--- src/rtl/simon_pkg.sv ---
// rtl/simon_pkg.sv - shared types and constants for the SIMON output arbiter
package simon_pkg;

   localparam int N = 32;
   localparam logic [3:0] MODE = 4'h0;

   // Header bit positions
   localparam int INFO_TWO   = 7;
   localparam int INFO_DUMMY = 5;
   localparam int INFO_OUT   = 4;

   typedef enum logic [1:0] {
      IDLE    = 2'd0,
      PRESENT = 2'd1,
      DRAIN   = 2'd2,
      WAIT2   = 2'd3
   } state_t;

   typedef logic [1:0][N-1:0] block_t;

   // Dummy packets are always single-block, even when the two-block bit is set
   function automatic logic is_two_block(input logic [7:0] info);
      return info[INFO_TWO] && !info[INFO_DUMMY];
   endfunction

endpackage

--- src/rtl/simon_rr_pick.sv ---
// rtl/simon_rr_pick.sv - two-requester round-robin selector
module simon_rr_pick (
   input  logic [1:0] i_req,
   input  logic       i_last,
   output logic       o_valid,
   output logic       o_grant
);

   assign o_valid = |i_req;

   // On a tie the lane that did not win last time is chosen; otherwise the lone requester
   assign o_grant = (i_req == 2'b11) ? ~i_last : i_req[1];

endmodule

--- src/rtl/simon_out_arbiter.sv ---
// rtl/simon_out_arbiter.sv - shares one SIMON output packer between encrypt and decrypt lanes
module simon_out_arbiter
   import simon_pkg::*;
#(
   parameter int         N       = simon_pkg::N,
   parameter logic [3:0] MODE    = simon_pkg::MODE,
   parameter int         TIMEOUT = 255
) (
   input  logic              clk,
   input  logic              nR,
   input  logic              req0,
   input  logic [7:0]        info0,
   input  logic [1:0][N-1:0] data0,
   output logic              ack0,
   input  logic              req1,
   input  logic [7:0]        info1,
   input  logic [1:0][N-1:0] data1,
   output logic              ack1,
   output logic              doneDATA,
   input  logic              readDATA,
   output logic [7:0]        infoOUT,
   output logic [7:0]        countOUT,
   output logic [1:0][N-1:0] outDATA,
   output logic              err
);

   // Timer value on the cycle that raises err, so err lands TIMEOUT cycles into WAIT2
   localparam logic [7:0] TO_LAST = 8'(TIMEOUT - 1);

   state_t            r_state;
   logic              r_last_grant;
   logic              r_lane;
   logic              r_owe;
   logic [7:0]        r_timer;
   logic              r_done;
   logic              r_ack0;
   logic              r_ack1;
   logic              r_err;
   logic [7:0]        r_info;
   logic [7:0]        r_count;
   logic [1:0][N-1:0] r_data;

   logic              w_valid;
   logic              w_grant;
   logic [7:0]        w_sel_info;
   logic [1:0][N-1:0] w_sel_data;
   logic              w_hdr_ok;
   logic              w_lane_req;
   logic [1:0][N-1:0] w_lane_data;
   logic              w_ack_any;

   simon_rr_pick u_pick (
      .i_req   ({req1, req0}),
      .i_last  (r_last_grant),
      .o_valid (w_valid),
      .o_grant (w_grant)
   );

   assign w_sel_info  = w_grant ? info1 : info0;
   assign w_sel_data  = w_grant ? data1 : data0;
   assign w_hdr_ok    = (w_sel_info[3:0] == MODE) && w_sel_info[INFO_OUT];
   assign w_lane_req  = r_lane ? req1 : req0;
   assign w_lane_data = r_lane ? data1 : data0;
   // A lane still shows req in the cycle its ack is high; never serve it twice
   assign w_ack_any   = r_ack0 | r_ack1;

   // Packet sequencer: grant, present, drain, and optional wait for the second block
   always_ff @(posedge clk or negedge nR) begin
      if (!nR) begin
         r_state      <= IDLE;
         r_last_grant <= 1'b1;
         r_lane       <= 1'b0;
         r_owe        <= 1'b0;
         r_timer      <= 8'd0;
         r_done       <= 1'b0;
         r_ack0       <= 1'b0;
         r_ack1       <= 1'b0;
         r_err        <= 1'b0;
         r_info       <= 8'd0;
         r_count      <= 8'd0;
         r_data       <= '0;
      end else begin
         r_ack0 <= 1'b0;
         r_ack1 <= 1'b0;
         r_err  <= 1'b0;
         case (r_state)
            IDLE: begin
               if (w_valid && !w_ack_any) begin
                  if (!w_hdr_ok) begin
                     // Reject: consume the block, flag it, keep round-robin history
                     r_ack0 <= ~w_grant;
                     r_ack1 <= w_grant;
                     r_err  <= 1'b1;
                  end else begin
                     r_info  <= w_sel_info;
                     r_data  <= w_sel_data;
                     r_lane  <= w_grant;
                     r_owe   <= is_two_block(w_sel_info);
                     r_state <= PRESENT;
                  end
               end
            end
            PRESENT: begin
               if (r_done && readDATA) begin
                  r_done  <= 1'b0;
                  r_ack0  <= ~r_lane;
                  r_ack1  <= r_lane;
                  r_state <= DRAIN;
               end else begin
                  r_done <= 1'b1;
               end
            end
            DRAIN: begin
               // Packer must release readDATA so the next doneDATA is a fresh rising edge
               if (!readDATA) begin
                  if (r_owe) begin
                     r_owe   <= 1'b0;
                     r_timer <= 8'd0;
                     r_state <= WAIT2;
                  end else begin
                     r_count      <= r_count + 8'd1;
                     r_last_grant <= r_lane;
                     r_state      <= IDLE;
                  end
               end
            end
            WAIT2: begin
               if (w_lane_req && !w_ack_any) begin
                  r_data  <= w_lane_data;
                  r_state <= PRESENT;
               end else if (r_timer == TO_LAST) begin
                  r_err        <= 1'b1;
                  r_count      <= r_count + 8'd1;
                  r_last_grant <= r_lane;
                  r_state      <= IDLE;
               end else begin
                  r_timer <= r_timer + 8'd1;
               end
            end
            default: r_state <= IDLE;
         endcase
      end
   end

   assign ack0     = r_ack0;
   assign ack1     = r_ack1;
   assign err      = r_err;
   assign doneDATA = r_done;
   assign infoOUT  = r_info;
   assign countOUT = r_count;
   assign outDATA  = r_data;

endmodule

--- config.mk ---
export PLATFORM = sky130hd
export DESIGN_NAME = simon_out_arbiter
export DESIGN_NICKNAME = d
export VERILOG_FILES = /design/src/rtl/simon_pkg.sv /design/src/rtl/simon_rr_pick.sv /design/src/rtl/simon_out_arbiter.sv
export SDC_FILE = /design/constraint.sdc
export NUM_CORES = 1
export LEC_CHECK = 0
export ABC_AREA = 1
export BUFFER_PORTS_ARGS = -buffer_cell sky130_fd_sc_hd__clkbuf_2
export CAP_MARGIN = 20
export CORE_ASPECT_RATIO = 1.1
export CORE_UTILIZATION = 51
export CTS_BUF_LIST = sky130_fd_sc_hd__clkbuf_4 sky130_fd_sc_hd__clkbuf_8
export DETAILED_ROUTE_END_ITERATION = 16
export GPL_TIMING_DRIVEN = 0
export PLACE_DENSITY = 0.89
export REMOVE_ABC_BUFFERS = 1
export SLEW_MARGIN = 20
export SYNTH_ARGS = -nofsm -noshare
export SYNTH_HDL_FRONTEND = slang
export SYNTH_SLANG_ARGS = --single-unit
--- constraint.sdc ---
create_clock -name clk -period 1.78 [get_ports clk]
set_input_delay 0.089 -clock clk [delete_from_list [all_inputs] [get_ports clk]]
set_output_delay 0.089 -clock clk [all_outputs]
set_load 0.02 [all_outputs]
==> impl_metrics.toml <==
[drt]
num_vias = 7740
first_pass_iters = 7
route.final.wire_length_um = 24900
wl_per_cell_um = 19.29
viasPerCell = 5.995
ant_nets = 0
drt_iter0_drc = 787
drc = 0

[clock_network]
htree_levels = 3
cts_buffers = 9
clk_path_buf_depth = 2
cts-root-buf = "clkbuf_8"
path_clk_slew_ns = 0.11
clkLatencyLatePin_ns = 0.38
cts_tree = "yes"
clock-sinks = 97

[timing]
worst_slew_pin_slew_ns = 0.5650
final.min_clock_period_ns = 1.843
relSlewSlack = 0.6234
hold_violations = 0
setup_ws_ns = -0.06258
max_freq_mhz = 542.7
rsz0062_at_grt = "yes"
drv_slew = 0
clock_skew_ns = 0.01726
period_share = 1.035
setup_viol = 56

[logic_synthesis]
yosys-top-cells-area = "dfrtp_1 (39%), nand2_1 (12%), o21ai_0 (10%)"
synth_commonest_cells = "nand2_1 (200), nor2_1 (152), o21ai_0 (128)"
yosys.area.top_type_share = 0.3891
syn_avg_cell_area_um2 = 6.944
ys.flop_type = "dfrtp_1"
ys_types = 30
synth_seq_area_share = 0.3934
synth_top_cell_by_area = "dfrtp_1"
yosysWarnings = 0
synth-edff-count = 0
synthCells = 889
synthArstFlopShare = 1.000
synth_area_um2 = 6173
synthMostInstantiatedCell = "nand2_1"
ys_ff_latch = 97

[worst_hold_path]
hold_class = "in -> reg"

[place]
dp.cells = 1212
io_buffer_count = 232
place_area_um2 = 7333
gp_congestion = 0.8356
post-dp-hpwl_um = 11890

[pwr]
power_density_nw_per_um2 = 1879
p_leak_nw = 4.326
vdd_drop_max_mv = 0.9758

[final_layout]
nNetsFinal = 1292
diodes = 0
drive_above_1_share = 0.3593
syn_to_final_growth_pct = 39.95
stdcell_count = 1291
postLayoutCellArea_um2 = 8640
utilization = 0.7419

[floorplanning]
fp-row-count = 41
fp.coreArea_um2 = 11640
ios = 233
initial_core_util = 0.5301
die_w_um = 106.9
die-area_um2 = 12550
fp.dieH_um = 117.4

[critical_path]
path_max_fanout = 8
criticalPathCategory = "reg -> reg"
required_ns = 2.05
crit_arrival_ns = 2.11
start_kind = "register"
cp-end-kind = "register"

[global_route]
grt_pass1_vias = 7510
antenna_found_initial = 0
gr-usage-all-layers = 0.3894
grt_overflow = 0
grt_max_degree = 68
grt_pass1_wl_um = 37950

[run_status]
status = "complete, but fails checks"
violations = "negative setup slack"

[flow_run]
maxCapViolations = 0
-- cells in the final DEF, fill, tap and decap left out, types with 4 or more instances in the layout --
| master | n |
|---|---|
| o22ai_1 | 64 |
| dfrtp_1 | 93 |
| clkbuf_8 | 10 |
| nand2_1 | 140 |
| inv_1 | 32 |
| ha_1 | 4 |
| nor2_1 | 151 |
| nand2_4 | 6 |
| nand2_8 | 15 |
| buf_6 | 5 |
| xor2_1 | 9 |
| clkbuf_2 | 231 |
| nand3_2 | 4 |
| o21ai_0 | 124 |
| nand3_1 | 78 |
| buf_12 | 10 |
| nand2_2 | 59 |
| or2_2 | 4 |
| buf_4 | 31 |
| o21ai_1 | 24 |
-- where the power goes --
part | switching, mW | internal [mW] | leakage (nW)
Sequential | 0.768 | 3.23 | 1.20
Clock | 0.869 | 0.816 | 0.107
Combinational | 6.89 | 3.65 | 3.02
-- final cells by class --
cell class,count,area [um^2]
Sequential cell,97,2435
Tap cell,150,187.7
Clock buffer,10,131.4
Timing Repair Buffer,284,1792
Inverter,38,186.4
Clock inverter,6,92.59
Multi-Input combinational cell,704,3795
Fill cell,887,3005
Timing Repair inverter,2,20.02
-- path summary, 6_finish.rpt --
path / start / endpoint / slack [ns] / depth (start not counted)
max reg2reg: ack1 / outDATA[22] / -0.06 / 8
min: info1[6] / infoOUT[6] / 0.05 / 5
max: ack1 / outDATA[22] / -0.06 / 8
min reg2reg: outDATA[5] / outDATA[5] / 0.48 / 2
max in group asynchronous: nR / r_lane / 0.97 / 3
min in group asynchronous: nR / countOUT[7] / 0.16 / 2
-- critical path: stages (launching register included) --
cell     delay [ns]
dfrtp_1        0.43
nor2_2         0.26
o21ai_1        0.19
inv_1          0.18
nand2_8        0.13
nand2_8        0.23
nand2_8        0.14
nand2_2        0.09
nand2_1        0.07
-- stage by stage --
stage	setup slack (ns)	hold WS (ns)	total power [mW]	setup TNS (ns)
after floorplan	-1.772	-0.2066	8.702	-140.58
after global routing	-0.1274	0.06639	17.15	-5.386
after detailed placement	-1.989	0.002455	11.53	-145.94
final	-0.06258	0.04869	16.23	-1.640
after CTS	-0.06967	0.01609	15.47	-1.886
after global placement	-3.704	0.4181	11.08	-370.92
-- registers in the layout, summed over array words and instances (netlist names), 2 cells and up --
register,count
countOUT,8
infoOUT,8
outDATA,64
r_state,2
r_timer,8
-- per-layer routing --
| metal | part of all wire | track usage | up-vias |
|---|---|---|---|
| met5 | 0 | 0 | - |
| met4 | 0.046 | 0.2098 | 0 |
| met3 | 0.11 | 0.08838 | 110 |
| met2 | 0.48 | 0.6351 | 542 |
| met1 | 0.37 | 0.4737 | 3599 |
| li1 | - | - | 3489 |
-- what timing repair did --
| action | in CTS | in global routing |
|---|---|---|
| endpoints found under the setup margin | 96 | 91 |
| setup buffers | 35 | 12 |
| gates resized for setup | 67 | 49 |
| pin swaps | 17 | 16 |
| hold endpoints to repair | 97 | 0 |
| gates cloned | 16 | 1 |
| hold buffers | 1 | 0 |
-- kinds of logic after synthesis --
family,after synthesis,synth area share
buffers and inverters,102,0.08006
adder cells (fa/ha/maj),7,0.01419
AO/OA/AOI/OAI,218,0.1911
XOR/XNOR,9,0.01277
flip-flops,97,0.3934
AND/OR/NAND/NOR,456,0.3085
(Power assumes the default switching activity.)
